===== config.mk =====
export PLATFORM = sky130hd
export DESIGN_NAME = mem_access_unit_flat
export DESIGN_NICKNAME = d
export VERILOG_FILES = /design/src/rtl/mem_access_unit_if.sv /design/src/rtl/mem_access_unit.sv /design/src/flat_wrapper.sv
export SDC_FILE = /design/constraint.sdc
export NUM_CORES = 1
export LEC_CHECK = 0
export CAP_MARGIN = 10
export CELL_PAD_IN_SITES_DETAIL_PLACEMENT = 1
export CELL_PAD_IN_SITES_GLOBAL_PLACEMENT = 2
export CORE_MARGIN = 8
export CORE_UTILIZATION = 26
export CTS_CLUSTER_DIAMETER = 200
export CTS_CLUSTER_SIZE = 30
export DETAILED_ROUTE_END_ITERATION = 7
export PLACE_DENSITY = 0.9
export SYNTH_ARGS = -nofsm -noshare
export SYNTH_HDL_FRONTEND = slang
export SYNTH_SLANG_ARGS = --single-unit
export TNS_END_PERCENT = 30

===== constraint.sdc =====
create_clock -name clk -period 1.97 [get_ports clk]
set_input_delay 0.394 -clock clk [delete_from_list [all_inputs] [get_ports clk]]
set_output_delay 0.394 -clock clk [all_outputs]
set_load 0.03 [all_outputs]

===== src/rtl/mem_access_unit_if.sv =====
// rtl/mem_access_unit_if.sv - memory bus bundle between the access unit (master) and memory (slave)
interface mem_access_unit_if;
  logic        bus_req;
  logic        bus_we;
  logic [31:0] bus_addr;
  logic [31:0] bus_wdata;
  logic        bus_ack;
  logic [31:0] bus_rdata;

  modport master (
    output bus_req, bus_we, bus_addr, bus_wdata,
    input  bus_ack, bus_rdata
  );

  modport slave (
    input  bus_req, bus_we, bus_addr, bus_wdata,
    output bus_ack, bus_rdata
  );
endinterface


===== src/rtl/mem_access_unit.sv =====
// rtl/mem_access_unit.sv - fetch/load/store bus access sequencer with instr and mdr capture
// Optional ack timeout abort enabled by defining MAU_TIMEOUT_EN.
module mem_access_unit #(
  parameter int TIMEOUT = 255
) (
  input  logic                clk,
  input  logic                rst_n,
  input  logic [31:0]         pc,
  input  logic [31:0]         alu_out,
  input  logic [31:0]         write_data,
  input  logic                iord,
  input  logic                ir_write,
  input  logic                mem_read,
  input  logic                mem_write,
  mem_access_unit_if.master   bus,
  output logic [31:0]         instr,
  output logic [5:0]          opcode,
  output logic [5:0]          funct,
  output logic [31:0]         mdr,
  output logic                stall,
  output logic                done,
  output logic                bus_err
);

  if (TIMEOUT < 1 || TIMEOUT > 255) begin : g_timeout_range
    $error("mem_access_unit: TIMEOUT must be in 1..255");
  end

  typedef enum logic [1:0] {IDLE, REQ, DONE} state_t;
  localparam logic [1:0] KIND_FETCH = 2'd0;
  localparam logic [1:0] KIND_LOAD  = 2'd1;
  localparam logic [1:0] KIND_STORE = 2'd2;

  state_t      state, state_nx;
  logic [1:0]  kind_q;
  logic [31:0] addr_q, wdata_q;
  logic        we_q;
  logic        any_req, multi_req, accept, timeout_hit;

  assign any_req   = ir_write | mem_read | mem_write;
  assign multi_req = (ir_write & (mem_read | mem_write)) | (mem_read & mem_write);
  assign accept    = (state == IDLE) && any_req;

`ifdef MAU_TIMEOUT_EN
  logic [7:0] wait_cnt;

  always_ff @(posedge clk or negedge rst_n) begin
    if (!rst_n) begin
      wait_cnt <= 8'd0;
    end else if (state == REQ) begin
      wait_cnt <= wait_cnt + 8'd1;
    end else begin
      wait_cnt <= 8'd0;
    end
  end

  // wait_cnt equals the number of REQ cycles already completed
  assign timeout_hit = (state == REQ) && !bus.bus_ack && (wait_cnt == 8'(TIMEOUT - 1));
`else
  assign timeout_hit = 1'b0;
`endif

  always_ff @(posedge clk or negedge rst_n) begin
    if (!rst_n) begin
      state <= IDLE;
    end else begin
      state <= state_nx;
    end
  end

  always_comb begin
    state_nx = state;
    case (state)
      IDLE:    if (any_req) state_nx = REQ;
      REQ:     if (bus.bus_ack || timeout_hit) state_nx = DONE;
      DONE:    state_nx = IDLE;
      default: state_nx = IDLE;
    endcase
  end

  always_ff @(posedge clk or negedge rst_n) begin
    if (!rst_n) begin
      kind_q  <= KIND_FETCH;
      addr_q  <= 32'd0;
      wdata_q <= 32'd0;
      we_q    <= 1'b0;
      instr   <= 32'd0;
      mdr     <= 32'd0;
      bus_err <= 1'b0;
    end else begin
      if (accept) begin
        kind_q  <= ir_write ? KIND_FETCH : (mem_read ? KIND_LOAD : KIND_STORE);
        addr_q  <= iord ? alu_out : pc;
        we_q    <= !ir_write && !mem_read;
        wdata_q <= (!ir_write && !mem_read) ? write_data : 32'd0;
        if (multi_req) bus_err <= 1'b1;
      end
      if (state == REQ && bus.bus_ack) begin
        if (kind_q == KIND_FETCH) instr <= bus.bus_rdata;
        if (kind_q == KIND_LOAD)  mdr   <= bus.bus_rdata;
      end
      if (timeout_hit) bus_err <= 1'b1;
    end
  end

  always_comb begin
    bus.bus_req   = 1'b0;
    bus.bus_we    = 1'b0;
    bus.bus_addr  = 32'd0;
    bus.bus_wdata = 32'd0;
    done          = 1'b0;
    stall         = 1'b0;
    case (state)
      IDLE: stall = any_req;
      REQ: begin
        bus.bus_req   = 1'b1;
        bus.bus_we    = we_q;
        bus.bus_addr  = addr_q;
        bus.bus_wdata = wdata_q;
        stall         = 1'b1;
      end
      DONE:    done = 1'b1;
      default: ;
    endcase
  end

  assign opcode = instr[31:26];
  assign funct  = instr[5:0];

endmodule


===== src/flat_wrapper.sv =====
// flat-port wrapper written by rule: the top's interface ports become plain ports
module mem_access_unit_flat 
#(
  parameter int TIMEOUT = 255
)
  (clk, rst_n, pc, alu_out, write_data, iord, ir_write, mem_read, mem_write, instr, opcode, funct, mdr, stall, done, bus_err, bus_bus_req, bus_bus_we, bus_bus_addr, bus_bus_wdata, bus_bus_ack, bus_bus_rdata);
  mem_access_unit_if bus_i ();
  input  logic clk;
  input  logic rst_n;
  input  logic [31:0] pc;
  input  logic [31:0] alu_out;
  input  logic [31:0] write_data;
  input  logic iord;
  input  logic ir_write;
  input  logic mem_read;
  input  logic mem_write;
  output logic [31:0] instr;
  output logic [5:0] opcode;
  output logic [5:0] funct;
  output logic [31:0] mdr;
  output logic stall;
  output logic done;
  output logic bus_err;
  output wire logic [$bits(bus_i.bus_req)-1:0] bus_bus_req;
  output wire logic [$bits(bus_i.bus_we)-1:0] bus_bus_we;
  output wire logic [$bits(bus_i.bus_addr)-1:0] bus_bus_addr;
  output wire logic [$bits(bus_i.bus_wdata)-1:0] bus_bus_wdata;
  input wire logic [$bits(bus_i.bus_ack)-1:0] bus_bus_ack;
  input wire logic [$bits(bus_i.bus_rdata)-1:0] bus_bus_rdata;
  assign bus_bus_req = bus_i.bus_req;
  assign bus_bus_we = bus_i.bus_we;
  assign bus_bus_addr = bus_i.bus_addr;
  assign bus_bus_wdata = bus_i.bus_wdata;
  assign bus_i.bus_ack = bus_bus_ack;
  assign bus_i.bus_rdata = bus_bus_rdata;
  mem_access_unit #(.TIMEOUT(TIMEOUT)) u_core (.clk(clk), .rst_n(rst_n), .pc(pc), .alu_out(alu_out), .write_data(write_data), .iord(iord), .ir_write(ir_write), .mem_read(mem_read), .mem_write(mem_write), .bus(bus_i), .instr(instr), .opcode(opcode), .funct(funct), .mdr(mdr), .stall(stall), .done(done), .bus_err(bus_err));
endmodule

Word level (Yosys, flattened, before mapping)
Cells that the tools add are included.

Register bits after elaboration: 134. Bits of input ports: 135. Output and inout bits: 145. Logic and storage cells: 43.

Equal/unequal tests: 5. Muxes and demuxes: 13. Bitwise gates (word level): 6. Reductions and logical operators: 11.

Operator list (number): two-way mux 32 bit (4); two-way mux 2 bit (4); AND reduction 2 bit (4); equality test 2 x 1 -> 1 bit, second input constant (2); zero test 2 bit (2); OR 1 bit (4); one-hot mux 2 bit (2 select lines) (1); logical AND 1 bit (3); two-way mux 1 bit (3); AND 1 bit (2); equality test 2 bit, second input constant (1); zero test 1 bit (2); != test 2 x 1 -> 1 bit, second input constant (1); != test 2 bit, second input constant (1); one-hot mux 1 bit (2 select lines) (1).

Logic depth before layout (Yosys ltp)
Depth in word-level cells: 4. Gate-level depth with buffers: 5. Mapped depth without buffers: 4.

Worst setup path before layout
OpenSTA, ideal clock, no wires.

Path kind: flip-flop to output port. Start point: register u_core.state[1]. End point: output bus_bus_addr[10]. Arrival: 1444 ps. Required time: 1576 ps. Setup slack: 132 ps. Cell stages (with the launch flop): 5. Path buffers: 1. Path through: dfrtp_1 nand2b_4 inv_1 clkbuf_1 and2_1.

Longest elaborated chain between the ends: 2.

RTL lines: from (decl) (RTL line mem_access_unit.sv:34) `state_t state, state_nx;`; from (signal assigned) (RTL line mem_access_unit.sv:67) `state <= state_nx;`; equality test 2 x 1 -> 1 bit (RTL line mem_access_unit.sv:113) `case (state)`; two-way mux 32 bit (RTL line mem_access_unit.sv:113); to (decl) (RTL line flat_wrapper.sv:26) `output wire logic [$bits(bus_i.bus_addr)-1:0] bus_bus_addr;`.

Every way passes these cells.

Worst setup path after layout
Start point: register u_core.state[0]. End point: output bus_bus_wdata[20].

Longest elaborated chain between the ends: 2.

RTL lines: equality test 2 x 1 -> 1 bit (RTL line mem_access_unit.sv:113); two-way mux 32 bit (RTL line mem_access_unit.sv:113); to (decl) (RTL line flat_wrapper.sv:27) `output wire logic [$bits(bus_i.bus_wdata)-1:0] bus_bus_wdata;`.

Every way passes these cells.

==> results_dict.tcl <==
set metrics [dict create \
    post_route_fraction_of_the_period_consumed_by_the_critical_path_pct 98.7 \
    utilization_pct 45.3 \
    multiInputGateArea_um2 2420 \
    final_area_um2 10100 \
    globalRoute.totalOverflow 0 \
    dpl-instance-area_um2 9130 \
    tritoncts "built" \
    critical-path-slowest-cell "sky130_fd_sc_hd__dfrtp_2" \
    areaGrowthSynthToFinish_pct 73.5 \
    drt_iter0_drc 151 \
    final_max_slew_viol_count 0 \
    reg2reg_setup_slack_ns 0.19 \
    design_power_total_mw 17.1 \
    worst-r2r-cell-count 5 \
    first_global_vias 5098 \
    critical_path_depth 5 \
    ys_warn_count 0 \
    dpl_worst_slack_ns -0.0300 \
    die_w_um 166 \
    power-per-cell-area_nw_per_um2 1690 \
    worst_setup_path_startpoint "u_core.state[0]$_DFFE_PN0P_" \
    core_region_area_um2 22400 \
    num_rows 55 \
    vdd_ir_drop_max_mv 1.01 \
    cp_slowest_stage_delay_ns 0.42 \
    design.final.nets 839 \
    avgViaCountPerCell 4.48 \
    timing.critical_path.buf_inv 3 \
    path_max_fanout 9 \
    synthesis.nets 553 \
    worst_skew_pair_latency_ns 0.41 \
    max_cap_violations 0 \
    max_slew_margin_pct 71.4 \
    gp_routability_congestion 0.722 \
    filler_cell_count 2282 \
    grt_start_max_net_pins 43 \
    clock_input_transition_at_the_sequential_cells_of_the_worst_setup_and_hold_paths_ns 0.06 \
    hold_path.class "primary input to asynchronous set/reset pin" \
    cts_made_buffers 17 \
    synthCells 418 \
    worst_endpoint_data_arrival_time_ns 1.55 \
    number_of_flops_mapped_to_enable_cells_by_yosys 0 \
    wl_per_cell_um 20.0 \
    cp_top_family "buffers and inverters" \
    fin_ws_ns 0.0247 \
    die_height_um 166 \
    synth_commonest_cells "sky130_fd_sc_hd__dfrtp_1 (133), sky130_fd_sc_hd__mux2_2 (126), sky130_fd_sc_hd__and2_1 (66), sky130_fd_sc_hd__a22o_1 (32), sky130_fd_sc_hd__buf_4 (18)" \
    antenna_violations_before_repair 0 \
    starting_utilization_of_the_core_area_pct 26.1 \
    number_of_clock_sinks 133 \
    finClkSkew_ns 0.0102 \
    place_hpwl_um 14400 \
    first_pass_grt_wire_length_um 30600 \
    yosys_register_bits 133 \
    postSynthAreaPerCell_um2 14.0 \
    synth-main-ff-cell "sky130_fd_sc_hd__dfrtp_1" \
    library_cell_with_the_highest_instance_count_after_synthesis "sky130_fd_sc_hd__dfrtp_1" \
    detail-route-antenna-nets 0 \
    ctsLongestPathBuffers 2 \
    wl_um 20100 \
    power.static_leakage_nw 4.38 \
    remaining_drc_errors 0 \
    critPathLaunchType "flip-flop" \
    grt_setup_unrepaired "yes" \
    cell_chain_critical_path "nand2b_4 -> clkinv_8 -> clkbuf_16 -> and2_1 -> buf_12" \
    netlist_area_um2 5840 \
    final.hold.worst_slack_ns 0.474 \
    critical_path.reg2reg.startpoint "u_core.state[1]$_DFFE_PN0P_" \
    final.min_clock_period_ns 1.95 \
    boundaryPins 280 \
    reg_to_reg_endpoint "u_core.instr[31]$_DFFE_PN0P_" \
    outcome "complete, no violations" \
    timing_worst_slew_pin_value_ns 0.429 \
    cts-root-buf "sky130_fd_sc_hd__clkbuf_16" \
    die-area_um2 27500 \
    seqCellArea_um2 3330 \
    cts_max_level 4 \
    share_of_synthesized_area_occupied_by_flip_flops_and_latches_pct 57.0 \
    clock.fmax_mhz 514 \
    async_flop_share_pct 100 \
    port_buffers 279 \
    cp_data_required_time_ns 1.58 \
    setup_viol_count_final 0 \
    yosysTopAreaCellShare_pct 57.0 \
    setup.worst_path.class "flip-flop to primary output" \
    antenna-diode-count 0 \
    vias 4493 \
    final_hold_viol_count 0 \
    critPathCaptureType "primary output" \
    grt.total_usage_pct 14.3 \
    drt_first_pass_iters 4 \
    synth_largest_area_cell "sky130_fd_sc_hd__dfrtp_1" \
    drive_above_1_share_pct 43.7 \
    synth.area.top_cells "sky130_fd_sc_hd__dfrtp_1 (57%), sky130_fd_sc_hd__mux2_2 (24%), sky130_fd_sc_hd__and2_1 (7.1%), sky130_fd_sc_hd__a22o_1 (4.8%), sky130_fd_sc_hd__buf_4 (2.3%)" \
    synthDistinctLibCells 23 \
]
-- power breakdown --
part           leakage [nW]  total [mW]  internal [mW]  switching [mW]
Sequential             1.64        4.57           3.92           0.654
Clock                 0.267        3.08           1.79            1.29
Combinational          2.47        9.44           4.70            4.74
-- cell type report --
cell class | count | area share (%)
sequential | 133 | 32.9
tap | 285 | 3.52
inverter | 2 | 0.198
clock inverter | 13 | 1.21
multi-input combinational | 243 | 23.9
timing repair buffer | 307 | 33.9
clock buffer | 19 | 4.37
-- worst max-delay path by stage --
stage	end	slack, ns
final	bus_bus_wdata[20]	0.02
after global routing	bus_bus_wdata[20]	-0.04
after CTS	bus_bus_addr[3]	-0.03
after detailed placement	u_core.addr_q[17]$_DFFE_PN0P_	-0.03
after global placement	u_core.addr_q[30]$_DFFE_PN0P_	-0.02
after floorplan	bus_bus_addr[10]	0.13
-- cell families (layout without fill, tap and decap cells) --
logic type	count (synthesis)	in the layout	share of synthesized area, %
AO/OA/AOI/OAI	41	41	5.83
buffers and inverters	42	341	4.11
AND/OR/NAND/NOR	74	74	8.38
flip-flops	133	133	57.0
multiplexers	128	128	24.7
-- timing repair --
action	CTS	global route
setup buffers	3	1
pin swaps	0	1
endpoints found under the hold margin	36	0
hold buffers	1	0
gates resized for setup	6	99
cloned	1	3
endpoints found under the setup margin	66	58
-- cell usage in the layout, fill, tap and decap left out, types with 2 or more instances in the layout --
cell type / instances
sky130_fd_sc_hd__and2_1: 12
sky130_fd_sc_hd__clkbuf_16: 19
sky130_fd_sc_hd__buf_12: 31
sky130_fd_sc_hd__dfrtp_1: 132
sky130_fd_sc_hd__mux2_2: 126
sky130_fd_sc_hd__and2_4: 54
sky130_fd_sc_hd__mux2_1: 2
sky130_fd_sc_hd__inv_6: 5
sky130_fd_sc_hd__a21oi_1: 2
sky130_fd_sc_hd__buf_4: 18
sky130_fd_sc_hd__o21ai_0: 2
sky130_fd_sc_hd__a22o_1: 32
sky130_fd_sc_hd__clkinvlp_4: 4
sky130_fd_sc_hd__buf_6: 43
sky130_fd_sc_hd__clkinv_2: 2
sky130_fd_sc_hd__nor2_1: 3
sky130_fd_sc_hd__clkdlybuf4s50_1: 209
-- flip-flops by register name (all words and copies together), names as in the netlist --
| signal | count |
|---|---|
| u_core.addr_q | 32 |
| u_core.bus_err | 1 |
| u_core.instr | 32 |
| u_core.kind_q | 2 |
| u_core.mdr | 32 |
| u_core.state | 2 |
| u_core.wdata_q | 32 |
-- metrics by stage --
stage	instances	TNS (ns)
final	1002	0
after CTS	998	-0.299
after global routing	1002	-0.226
after detailed placement	961	-0.621
after global placement	961	-0.381
after floorplan	418	0
-- layer usage --
layer  GRT usage [%]  routed length (um)  vias to the layer above  share of wire [%]
met5               0                   0                        -                  0
met4            3.28                 144                        0               0.72
met3            7.56                2050                        9                 10
met2            23.7               10100                      173                 50
met1            15.9                7790                     2294                 39
li1                -                   -                     2017                  -
Power figures use the tool's default switching activity.
